## src/rtl/prog_loader.sv

```systemverilog
// Program loader: writes a framed byte stream (addr, len, payload[, csum]) into instruction memory
// and holds the CPU in reset until the frame is complete. Optional checksum byte via LOADER_CSUM_EN.
module prog_loader #(
  parameter int ADDR_W = 8,
  parameter int DATA_W = 8
) (
  input  logic              clk,
  input  logic              reset,
  input  logic              start,
  input  logic [DATA_W-1:0] in_data,
  input  logic              in_valid,
  output logic              in_ready,
  output logic [ADDR_W-1:0] mem_addr,
  output logic [DATA_W-1:0] mem_data,
  output logic              mem_we,
  output logic              cpu_hold,
  output logic              done,
  output logic              err
);

  localparam int CNT_W = DATA_W + 1;

  localparam logic [2:0] S_IDLE = 3'd0;
  localparam logic [2:0] S_ADDR = 3'd1;
  localparam logic [2:0] S_LEN  = 3'd2;
  localparam logic [2:0] S_DATA = 3'd3;
  localparam logic [2:0] S_DONE = 3'd5;
`ifdef LOADER_CSUM_EN
  localparam logic [2:0] S_CSUM = 3'd4;
  localparam logic [2:0] S_ERR  = 3'd6;
`endif

  logic [2:0]        state_q, state_d;
  logic [ADDR_W-1:0] ptr_q, ptr_d;
  logic [CNT_W-1:0]  cnt_q, cnt_d;
  logic [ADDR_W-1:0] mem_addr_q, mem_addr_d;
  logic [DATA_W-1:0] mem_data_q, mem_data_d;
  logic              mem_we_q, mem_we_d;
  logic              cpu_hold_q, cpu_hold_d;
  logic              done_q, done_d;
  logic              xfer;
`ifdef LOADER_CSUM_EN
  logic [DATA_W-1:0] sum_q, sum_d;
  logic [DATA_W-1:0] csum_total;
  logic              err_q, err_d;
`endif

`ifdef LOADER_CSUM_EN
  assign in_ready = (state_q == S_ADDR) || (state_q == S_LEN) ||
                    (state_q == S_DATA) || (state_q == S_CSUM);
`else
  assign in_ready = (state_q == S_ADDR) || (state_q == S_LEN) ||
                    (state_q == S_DATA);
`endif

  assign xfer = in_valid & in_ready;

  always_comb begin
    state_d    = state_q;
    ptr_d      = ptr_q;
    cnt_d      = cnt_q;
    mem_addr_d = mem_addr_q;
    mem_data_d = mem_data_q;
    mem_we_d   = 1'b0;
    cpu_hold_d = cpu_hold_q;
    done_d     = done_q;
`ifdef LOADER_CSUM_EN
    sum_d      = sum_q;
    err_d      = err_q;
    csum_total = sum_q + in_data;
`endif
    case (state_q)
      S_ADDR: begin
        if (xfer) begin
          ptr_d   = ADDR_W'(in_data);
          state_d = S_LEN;
        end
      end
      S_LEN: begin
        if (xfer) begin
          // A length byte of zero encodes a full 2^DATA_W-byte payload.
          if (in_data == '0) cnt_d = {1'b1, {DATA_W{1'b0}}};
          else               cnt_d = {1'b0, in_data};
          state_d = S_DATA;
        end
      end
      S_DATA: begin
        if (xfer) begin
          mem_addr_d = ptr_q;
          mem_data_d = in_data;
          mem_we_d   = 1'b1;
          ptr_d      = ptr_q + ADDR_W'(1);
          cnt_d      = cnt_q - CNT_W'(1);
`ifdef LOADER_CSUM_EN
          sum_d      = sum_q + in_data;
          if (cnt_q == CNT_W'(1)) state_d = S_CSUM;
`else
          // Without a checksum the final payload write and done land on the same edge.
          if (cnt_q == CNT_W'(1)) begin
            state_d    = S_DONE;
            done_d     = 1'b1;
            cpu_hold_d = 1'b0;
          end
`endif
        end
      end
`ifdef LOADER_CSUM_EN
      S_CSUM: begin
        if (xfer) begin
          if (csum_total == '0) begin
            state_d    = S_DONE;
            done_d     = 1'b1;
            cpu_hold_d = 1'b0;
          end else begin
            state_d = S_ERR;
            err_d   = 1'b1;
          end
        end
      end
      S_IDLE, S_DONE, S_ERR: begin
        if (start) begin
          state_d    = S_ADDR;
          done_d     = 1'b0;
          err_d      = 1'b0;
          cpu_hold_d = 1'b1;
          sum_d      = '0;
        end
      end
`else
      S_IDLE, S_DONE: begin
        if (start) begin
          state_d    = S_ADDR;
          done_d     = 1'b0;
          cpu_hold_d = 1'b1;
        end
      end
`endif
      default: state_d = S_IDLE;
    endcase
  end

  always_ff @(posedge clk or negedge reset) begin
    if (!reset) begin
      state_q    <= S_IDLE;
      ptr_q      <= '0;
      cnt_q      <= '0;
      mem_addr_q <= '0;
      mem_data_q <= '0;
      mem_we_q   <= 1'b0;
      cpu_hold_q <= 1'b1;
      done_q     <= 1'b0;
`ifdef LOADER_CSUM_EN
      sum_q      <= '0;
      err_q      <= 1'b0;
`endif
    end else begin
      state_q    <= state_d;
      ptr_q      <= ptr_d;
      cnt_q      <= cnt_d;
      mem_addr_q <= mem_addr_d;
      mem_data_q <= mem_data_d;
      mem_we_q   <= mem_we_d;
      cpu_hold_q <= cpu_hold_d;
      done_q     <= done_d;
`ifdef LOADER_CSUM_EN
      sum_q      <= sum_d;
      err_q      <= err_d;
`endif
    end
  end

  assign mem_addr = mem_addr_q;
  assign mem_data = mem_data_q;
  assign mem_we   = mem_we_q;
  assign cpu_hold = cpu_hold_q;
  assign done     = done_q;
`ifdef LOADER_CSUM_EN
  assign err      = err_q;
`else
  assign err      = 1'b0;
`endif

endmodule

```

## config.mk

```make
export PLATFORM = sky130hd
export DESIGN_NAME = prog_loader
export DESIGN_NICKNAME = d
export VERILOG_FILES = /design/src/rtl/prog_loader.sv
export SDC_FILE = /design/constraint.sdc
export NUM_CORES = 1
export LEC_CHECK = 0
export ABC_AREA = 1
export CAP_MARGIN = 0
export CORE_MARGIN = 5
export CORE_UTILIZATION = 57
export DETAILED_ROUTE_END_ITERATION = 16
export PLACE_DENSITY_LB_ADDON = 0.15
export SLEW_MARGIN = 25
export SYNTH_ARGS = -nofsm -noshare
export SYNTH_HDL_FRONTEND = slang
export SYNTH_SLANG_ARGS = --single-unit
```

## constraint.sdc

```tcl
create_clock -name clk -period 2.3 [get_ports clk]
set_input_delay 0.345 -clock clk [delete_from_list [all_inputs] [get_ports clk]]
set_output_delay 0.345 -clock clk [all_outputs]
set_load 0.02 [all_outputs]
```

==> metrics <==
Slowest-stage cell, CP=clkdlybuf4s50_1; first-pass GRT wire length=8110 um; Avg Synthesized Cell Area=7.74 um2; Slew @ Worst Pin=approximately 850 ps; top cells by area, synth=dfrtp_1, nand2_1, inv_1, o21ai_2, nor2_1; CTS H-Tree Depth=2; FF-to-FF path depth=6; antenna cells=0; commonest non-fill, non-tap cell in the layout=nand2_1; Synth area leader=dfrtp_1; Setup TNS=0 ps; die width=71.3 um; Syn Inst Count=277; Crit. End Element=primary output; Final nets=324; post-CTS setup buffer count=0; leak pwr=about 0.0013 uW; IO Port Bufs=31; Setup Crit Path Kind=reg -> out; via count=1832; Area Growth Syn to Fin=20.5%; Yosys Warn Count=0; antenna-violating nets left=0; min cycle time layout=2010 ps; commonest cells after routing, fill and taps aside=nand2_1, dfrtp_1, inv_1, clkdlybuf4s50_1, nor2_1; starting DRC count in detailed routing=142; Ports=33; RSZ-0062 raised after global routing=no; CP Launch Type=flip-flop; Inserted Clock Buffers=5; WL per Instance=13.0 um; commonest register cell after synthesis=dfrtp_1; largest net degree at the start of global routing=40; DRC viols=0; status=finished clean; vias per cell=5.12; Pre-antenna DRT Iters=5; initial core utilization=around three fifths; Arr. time, crit path=1660 ps; final core occ=70.6%; DP HPWL=3430 um; fillcell total=320; syn_nets=between 200 and 300; Clk Latency, worst-skew pair=290 ps; DIE AREA=5090 um2; post-cts sizing count=0; launch point of the worst reg-to-reg path=state_q[1]; EDFF count, synth=0; capturing point of the worst reg2reg path=state_q[0]; clock-pin slew on the worst setup and hold paths=around 80 ps; GP Congestion=0.963; clk sinks=39; Worst Hold Class=in -> async; period utilization=87.3%; drt total wl=4660 um; asr flop ratio synth=100%; PD cells=around 1400 nW/um2; critical path cell sequence=o21ai_1, inv_1, clkdlybuf4s50_1; Synth cell types=30; CP Max Fanout=7; CTS tree=done; vias in the first global route=1799; clock skew=4.34 ps; Worst EP required=1960 ps; peak supply drop=767 uV; #FFs+latches synth=39; # Max-Cap Violations=0; area of the multi-input gates=967 um2; Die Height=71.3 um; endpoints failing setup=0; Slew HR=43.6%; Clock Tree Buf Depth=2; share of cells above drive strength 1=9.03%; Worst path max stage delay=600 ps; Clk Tree Root Cell=clkbuf_8; Core ar.=3660 um2; area fraction of the dominant cell type after synthesis=between 40% and 50%; Site Rows=22; Fin. Hold Viols=0; slack of the worst reg-to-reg path=630 ps; hold buffers post-CTS=0; total congestion overflow=0; Tot GR Track Use=between 10% and 20%; Register Area=977 um2; Seq/Total Area, Yosys=45.6%; max-slew violations=0; initial antenna violation count=0; Max Freq=498 MHz; synthesized cell area=2140 um2
metrics by stage:
step | setup slack (ps) | power, uW | cell area [um2] | hold WS (ps) | std cells
after floorplan | 1030 | 2450 | 2140 | 49.4 | 277
after global placement | 607 | 2980 | 2450 | 452 | 350
after detailed placement | 556 | 3030 | 2450 | 458 | 350
after CTS | 289 | 3720 | 2580 | 185 | 358
after global routing | 201 | 4000 | 2580 | 235 | 358
final | 293 | 3700 | 2580 | 152 | 358
how the worst max path moves through the flow:
stage	end	from	slack (ps)
floorplan	state_q[0]	cnt_q[1]	1030
global placement	cnt_q[4]	in_valid	610
CTS	in_ready	state_q[1]	290
detailed placement	cnt_q[4]	in_valid	560
finish	in_ready	state_q[1]	290
global route	in_ready	state_q[1]	200
state kept, by name, indices dropped and copies added (netlist names):
name	cells
cnt_q	9
cpu_hold	1
mem_we	1
done	1
mem_data	8
mem_addr	8
state_q	3
ptr_q	8
metal layers:
layer / vias to the layer above / part of all wire [%] / global-route usage, % / wire length [um]
met3: 7 / 4.4 / 4.35 / 203
met2: 42 / 50 / 34.1 / 2310
met4: 0 / 1.5 / 6.05 / 68
met1: 840 / 44 / 24.8 / 2070
met5: - / 0 / 0 / 0
li1: 943 / - / - / -
where the power goes:
part | internal [uW] | total, uW | switching (uW)
Clock | 434 | 675 | 241
Sequential | 1020 | 1290 | 271
Combinational | 707 | 1740 | 1030
Total | 2160 | 3700 | 1540
logic make-up after synthesis:
| family | Yosys count | share of synthesized area, % |
|---|---|---|
| other | 1 | 0.175 |
| buffers and inverters | 43 | 9.33 |
| AND/OR/NAND/NOR | 139 | 27.8 |
| AO/OA/AOI/OAI | 50 | 14.6 |
| flip-flops | 39 | 45.6 |
| XOR/XNOR | 2 | 0.817 |
| adder cells (fa/ha/maj) | 3 | 1.75 |
critical path: cells and delay by family, from the launching register on:
kind / cells / cell delay (ps)
buffers and inverters: 2 / 700
flip-flops: 1 / 530
AO/OA/AOI/OAI: 1 / 150
layout make-up:
class,instances,share of cell area [%]
sequential,39,37.8
multi-input combinational,195,37.4
timing repair buffer,31,11.8
inverter,37,5.52
clock buffer,6,2.81
clock inverter,2,2.32
tap,48,2.32
synth_stat cells (2+ instances only):
cell and count:
dfrtp_1 38, buf_6 4, o21ai_0 19, nand3_1 17
nor2_1 26, o21ai_2 12, nand4_1 2, nand2_1 88
nand3_2 2, xnor2_1 2, inv_1 34, a21boi_1 3
ha_1 3, o21ai_1 3, a21oi_1 9
(Power assumes the default switching activity.)
